===== src/rtl/scan_chain_pkg.sv =====
// Shared types and helpers for the scan chain driver.
package scan_chain_pkg;

    typedef enum logic [2:0] {
        IDLE,
        SHIFT_IN,
        CAPTURE,
        SHIFT_OUT,
        DONE
    } scan_state_t;

    function automatic int cnt_w(input int len);
        return $clog2(len);
    endfunction

endpackage


===== src/rtl/scan_shreg.sv =====
// Parallel-load shift register; shifts toward the MSB with new bits entering at the LSB.
module scan_shreg #(
    parameter int W = 32
) (
    input  logic         clk,
    input  logic         rst,
    input  logic         load,
    input  logic         shift,
    input  logic [W-1:0] d,
    input  logic         in_bit,
    output logic [W-1:0] q
);

    always_ff @(posedge clk) begin
        if (rst)
            q <= '0;
        else if (load)
            q <= d;
        else if (shift)
            q <= {q[W-2:0], in_bit};
    end

endmodule


===== src/rtl/scan_chain_driver.sv =====
// Loads a pattern into a scan chain, pulses one capture cycle, unloads and compares the response.
module scan_chain_driver
    import scan_chain_pkg::*;
#(
    parameter int CHAIN_LEN = 32
) (
    input  logic                 CLK,
    input  logic                 RST,
    input  logic                 START,
    input  logic [CHAIN_LEN-1:0] PAT_IN,
    input  logic [CHAIN_LEN-1:0] EXP_IN,
    input  logic [CHAIN_LEN-1:0] MASK_IN,
    input  logic                 SO,
    output logic                 SE,
    output logic                 SI,
    output logic                 BUSY,
    output logic [CHAIN_LEN-1:0] RESP_OUT,
    output logic                 RESP_VALID,
    output logic                 RESP_MATCH
);

    localparam int CW = cnt_w(CHAIN_LEN);

    scan_state_t          state, state_nx;
    logic [CW-1:0]        cnt;
    logic                 last_bit;
    logic [CHAIN_LEN-1:0] pat_q;
    logic [CHAIN_LEN-1:0] exp_q, mask_q;
    logic                 accept;
    logic                 se_d, si_d, busy_d, rv_d;
    logic                 pat_unused;

    assign last_bit = (cnt == CW'(CHAIN_LEN - 1));
    assign accept   = (state == IDLE) && START;

    always_ff @(posedge CLK) begin
        if (RST)
            state <= IDLE;
        else
            state <= state_nx;
    end

    always_comb begin
        state_nx = state;
        se_d     = 1'b0;
        si_d     = 1'b0;
        busy_d   = 1'b0;
        rv_d     = 1'b0;
        case (state)
            IDLE:      if (START) state_nx = SHIFT_IN;
            SHIFT_IN:  if (last_bit) state_nx = CAPTURE;
            CAPTURE:   state_nx = SHIFT_OUT;
            SHIFT_OUT: if (last_bit) state_nx = DONE;
            DONE:      state_nx = IDLE;
            default:   state_nx = IDLE;
        endcase
        se_d   = (state_nx == SHIFT_IN) || (state_nx == SHIFT_OUT);
        busy_d = (state_nx != IDLE);
        rv_d   = (state_nx == DONE);
        // SI is registered, so it is fed one bit ahead of the chain.
        if (accept)
            si_d = PAT_IN[CHAIN_LEN-1];
        else if ((state == SHIFT_IN) && !last_bit)
            si_d = pat_q[CHAIN_LEN-1];
    end

    always_ff @(posedge CLK) begin
        if (RST) begin
            SE         <= 1'b0;
            SI         <= 1'b0;
            BUSY       <= 1'b0;
            RESP_VALID <= 1'b0;
        end else begin
            SE         <= se_d;
            SI         <= si_d;
            BUSY       <= busy_d;
            RESP_VALID <= rv_d;
        end
    end

    // Bit counter restarts on every state change and only advances while shifting.
    always_ff @(posedge CLK) begin
        if (RST || (state_nx != state))
            cnt <= '0;
        else if ((state == SHIFT_IN) || (state == SHIFT_OUT))
            cnt <= cnt + CW'(1);
    end

    always_ff @(posedge CLK) begin
        if (RST) begin
            exp_q  <= '0;
            mask_q <= '0;
        end else if (accept) begin
            exp_q  <= EXP_IN;
            mask_q <= MASK_IN;
        end
    end

    // The MSB was already handed to SI at acceptance, so the register holds the rest pre-shifted.
    scan_shreg #(.W(CHAIN_LEN)) u_pat (
        .clk    (CLK),
        .rst    (RST),
        .load   (accept),
        .shift  (state == SHIFT_IN),
        .d      ({PAT_IN[CHAIN_LEN-2:0], 1'b0}),
        .in_bit (1'b0),
        .q      (pat_q)
    );

    assign pat_unused = ^pat_q[CHAIN_LEN-2:0];

    scan_shreg #(.W(CHAIN_LEN)) u_resp (
        .clk    (CLK),
        .rst    (RST),
        .load   (1'b0),
        .shift  (state == SHIFT_OUT),
        .d      ('0),
        .in_bit (SO),
        .q      (RESP_OUT)
    );

    assign RESP_MATCH = (((RESP_OUT ^ exp_q) & mask_q) == '0);

endmodule


===== config.mk =====
export PLATFORM = sky130hd
export DESIGN_NAME = scan_chain_driver
export DESIGN_NICKNAME = d
export VERILOG_FILES = /design/src/rtl/scan_chain_pkg.sv /design/src/rtl/scan_shreg.sv /design/src/rtl/scan_chain_driver.sv
export SDC_FILE = /design/constraint.sdc
export NUM_CORES = 1
export LEC_CHECK = 0
export ABC_AREA = 0
export ABC_CLOCK_PERIOD_IN_PS = 2200
export BUFFER_PORTS_ARGS = -buffer_cell sky130_fd_sc_hd__clkbuf_2
export CORE_AREA = 3 3 114 116
export CTS_BUF_LIST = sky130_fd_sc_hd__clkbuf_4
export CTS_CLUSTER_DIAMETER = 150
export DETAILED_ROUTE_END_ITERATION = 12
export DIE_AREA = 0 0 117 119
export MAX_ROUTING_LAYER = met4
export PLACE_DENSITY = 0.76
export REMOVE_ABC_BUFFERS = 1
export SYNTH_ARGS = -nofsm -noshare
export SYNTH_HDL_FRONTEND = slang
export SYNTH_SLANG_ARGS = --single-unit

===== constraint.sdc =====
create_clock -name CLK -period 2.2 [get_ports CLK]
set_input_delay 0.11 -clock CLK [delete_from_list [all_inputs] [get_ports CLK]]
set_output_delay 0.11 -clock CLK [all_outputs]
set_load 0.05 [all_outputs]

==> qor.log <==
qor: setup_path.critPathArrivalTime 2.58 ns
qor: hold_path.classification_of_the_worst_slack_hold_path input pin to flop
qor: floorplan.io_pins 137
qor: timing.grt_setup_unrepaired yes
qor: yosys.synth.top_cell.area_share 51.8%
qor: yosys.synth.avg_cell_area 8.21 µm²
qor: yosys.synth.largest_area_cell sky130_fd_sc_hd__dfxtp_1
qor: finish.areaGrowthSynthToFinish 42.9%
qor: hold_path.min_from EXP_IN[1]
qor: detailed_routing.routed.top_layer met4
qor: detailed_routing.route.layer.met1.wl 6720 µm
qor: global_routing.grt_start_max_net_pins 71
qor: placement.port-buffer-count 136
qor: floorplan.std_cell_rows 40
qor: finish.insertedDiodeCount 0
qor: setup_path.r2r.worst_path.cells 7
qor: setup_path.timing.rr.start state[0]
qor: finish.drive_above_1_share 22.1%
qor: status.status finished clean
qor: setup_path.worstSetupStartpointType flop
qor: floorplan.floorplan.die.width 117 µm
qor: global_routing.first_global_vias 5361
qor: timing.drv_slew 0
qor: finish.finish.cell_count_without_fillers 1057
qor: placement.place_hpwl 8810 µm
qor: cts.cts_tree done
qor: detailed_routing.ant_nets 0
qor: yosys.yosys_warnings 0
qor: detailed_routing.dr_total_vias 5349
qor: detailed_routing.viasPerCell 5.06
qor: cts.clkSinkCount 139
qor: cts.h-tree-depth 4
qor: hold_path.whs_endpoint exp_q[1]
qor: setup_path.crit-reg2reg-capture u_pat.q[25]
qor: timing.timing.final.crit_period 2.09 ns
qor: cts.cts_made_buffers 17
qor: yosys.synthDistinctLibCells 24
qor: setup_path.worst_setup_path_end_kind flop
qor: cts.clock-root-buffer sky130_fd_sc_hd__clkbuf_4
qor: finish.multi_input_comb_area 0.00241 mm²
qor: detailed_routing.dr_wl_met3 1010 µm
qor: global_routing.grt_util_all_layers 23.0%
qor: floorplan.die_area 0.0139 mm²
qor: floorplan.start_util 44.7%
qor: placement.finalWeightedCongestion 0.825
qor: setup_path.worst-path-max-fanout 31
qor: timing.timing.hold.ws 0.337 ns
qor: floorplan.placeableCoreArea 0.0120 mm²
qor: detailed_routing.dr.pass1.iters 5
qor: cts.clk_path_buf_depth 2
qor: detailed_routing.route.final.wire_length 15800 µm
qor: finish.ff_latch_area 0.00280 mm²
qor: cts.clk_pin_slew 0.13 ns
qor: job.max-cap-violations 0
qor: finish.num-nets-final 999
qor: timing.tightestPinTransition 0.675 ns
qor: timing.setup-tns-final 0 ns
qor: yosys.post_synth_main_area_contributors sky130_fd_sc_hd__dfxtp_1 52%, sky130_fd_sc_hd__nand2_1 16%, sky130_fd_sc_hd__a21oi_1 12%
qor: detailed_routing.drt-wirelength-per-cell 14.9 µm
qor: power_and_ir_drop.power_density 646 mW/mm²
qor: detailed_routing.met2_wirelength 7700 µm
qor: floorplan.die-height 119 µm
qor: setup_path.critical_path_class flop to flop
qor: timing.slew_headroom 55.0%
qor: detailed_routing.dr.first_iter.drc_count 443
qor: hold_path.hold_path_depth 4
qor: finish.post-route-util 63.9%
qor: yosys.synth_seq_cells 139
qor: global_routing.antenna_violations_before_repair 0
qor: yosys.yosysSeqAreaShare 51.8%
qor: timing.final.period_utilization 94.9%
qor: cts.insertion_delay 0.54 ns
qor: timing.worst_clock_skew 0.0183 ns
qor: setup_path.reg2reg_setup_slack 0.11 ns
qor: yosys.netlist_area 0.00538 mm²
qor: global_routing.grt_first_pass_wirelength 24900 µm
qor: yosys.cells_after_synthesis 655
qor: placement.post-place-cells 903
qor: timing.setup-violations-final 0
qor: global_routing.global_route.overflow_total 0
qor: detailed_routing.residual_drc 0
qor: setup_path.worstPathRequired 2.69 ns
qor: timing.hold_viol_final 0
qor: power_and_ir_drop.leakage_power 0.00332 µW
qor: power_and_ir_drop.max_rail_drop_vdd 498 µV
qor: finish.layout.filler_cells 1028
qor: timing.fmaxAchievable 479 MHz
cells in the final DEF (no fill, tap or decap), drive strengths merged:
cell type	synthesis	layout
a21oi	127	127
a22oi	47	47
a32oi	1	1
and2	3	3
and3	1	1
buf	23	15
bufinv	0	2
clkbuf	24	156
clkinv	0	10
dfxtp	139	139
dlygate4sd3	0	119
ha	2	2
inv	1	1
mux2i	2	2
nand2	225	225
nand4	5	5
nor2	8	8
nor2b	1	1
nor3	5	5
nor3b	1	1
nor4	1	1
nor4b	1	1
or3	1	1
or4b	1	1
xnor2	1	1
xor2	35	35
routing by layer:
layer / global-route usage [%] / vias to the layer above
met3: 6.10 / 31
met1: 27.3 / 2457
li1: - / 2679
met5: - / -
met4: 8.75 / 0
met2: 37.0 / 182
how the worst max path moves through the flow:
stage                     cells after the start  slack, ns           to        start
after floorplan                               4      -2.09   u_pat.q[1]     state[1]
after global placement                        4       0.44    exp_q[14]     state[1]
after detailed placement                      4       0.37    exp_q[14]     state[1]
after CTS                                     5      0.008   RESP_MATCH  u_resp.q[0]
after global routing                          5     -0.009   RESP_MATCH    exp_q[19]
final                                         7       0.11  u_pat.q[25]     state[0]
layout make-up:
type	count	area share, %
Multi-Input combinational cell	468	31.4
Timing Repair Buffer	270	26.4
Tap cell	147	2.39
Clock inverter	12	1.37
Sequential cell	139	36.4
Clock buffer	20	1.95
Inverter	1	0.0489
worst max-delay path: stages, from the launching register on:
cell                            delay [ns]
sky130_fd_sc_hd__dfxtp_1              0.50
sky130_fd_sc_hd__nor4b_4              0.08
sky130_fd_sc_hd__buf_4                0.17
sky130_fd_sc_hd__nor2_1               0.10
sky130_fd_sc_hd__buf_4                0.32
sky130_fd_sc_hd__nand2_1              0.13
sky130_fd_sc_hd__a21oi_1              0.16
sky130_fd_sc_hd__dlygate4sd3_1        0.57
cells in the mapped netlist:
cell and number:
sky130_fd_sc_hd__nand2_1 225, sky130_fd_sc_hd__dfxtp_1 139, sky130_fd_sc_hd__a21oi_1 127, sky130_fd_sc_hd__a22oi_1 47, sky130_fd_sc_hd__xor2_1 35, sky130_fd_sc_hd__clkbuf_1 24, sky130_fd_sc_hd__buf_2 19, sky130_fd_sc_hd__nor2_1 8
sky130_fd_sc_hd__nand4_1 5, sky130_fd_sc_hd__nor3_1 5, sky130_fd_sc_hd__buf_4 4, sky130_fd_sc_hd__and2_1 3, sky130_fd_sc_hd__ha_1 2, sky130_fd_sc_hd__mux2i_1 2, sky130_fd_sc_hd__a32oi_1 1, sky130_fd_sc_hd__and3_1 1
sky130_fd_sc_hd__inv_1 1, sky130_fd_sc_hd__nor2b_1 1, sky130_fd_sc_hd__nor3b_1 1, sky130_fd_sc_hd__nor4_1 1, sky130_fd_sc_hd__nor4b_4 1, sky130_fd_sc_hd__or3_1 1, sky130_fd_sc_hd__or4b_1 1, sky130_fd_sc_hd__xnor2_1 1
registers in the layout, indices dropped and copies added (netlist names):
register / cells
BUSY: 1
RESP_VALID: 1
u_pat.q: 31
u_resp.q: 32
exp_q: 32
cnt: 5
SI: 1
SE: 1
state: 3
mask_q: 32
logic make-up after synthesis:
group	synth area share, %
AOI/OAI and AO/OA	18.6
xor gates and xnor gates	5.87
adders and majority gates	0.465
buffers and inverters	4.07
DFF	51.8
muxes	0.372
and+or+nand+nor	18.9
metrics by stage:
step                instance area (µm²)  setup WS, ns  total power (µW)
global route                       7680      -0.00949              5170
floorplan                          5160         -2.09              3000
CTS                                7610       0.00755              4940
global placement                   6150         0.439              3220
finish                             7680         0.113              4960
detailed placement                 6150         0.372              3230
power breakdown:
part | switching (µW) | internal (µW) | total (µW)
clock network | 887 | 685 | 1570
registers | 67.5 | 2630 | 2690
logic | 341 | 358 | 699
what timing repair did:
| item | in CTS | in global routing |
|---|---|---|
| hold endpoints to repair | 100 | 0 |
| buffers inserted | 0 | 2 |
| cloned | 0 | 1 |
| hold buffers | 119 | 0 |
| setup endpoints to repair | 1 | 19 |
| gates resized for setup | 3 | 19 |
| pin swaps | 1 | 9 |
Note: power is estimated with default switching activity, not from simulation.
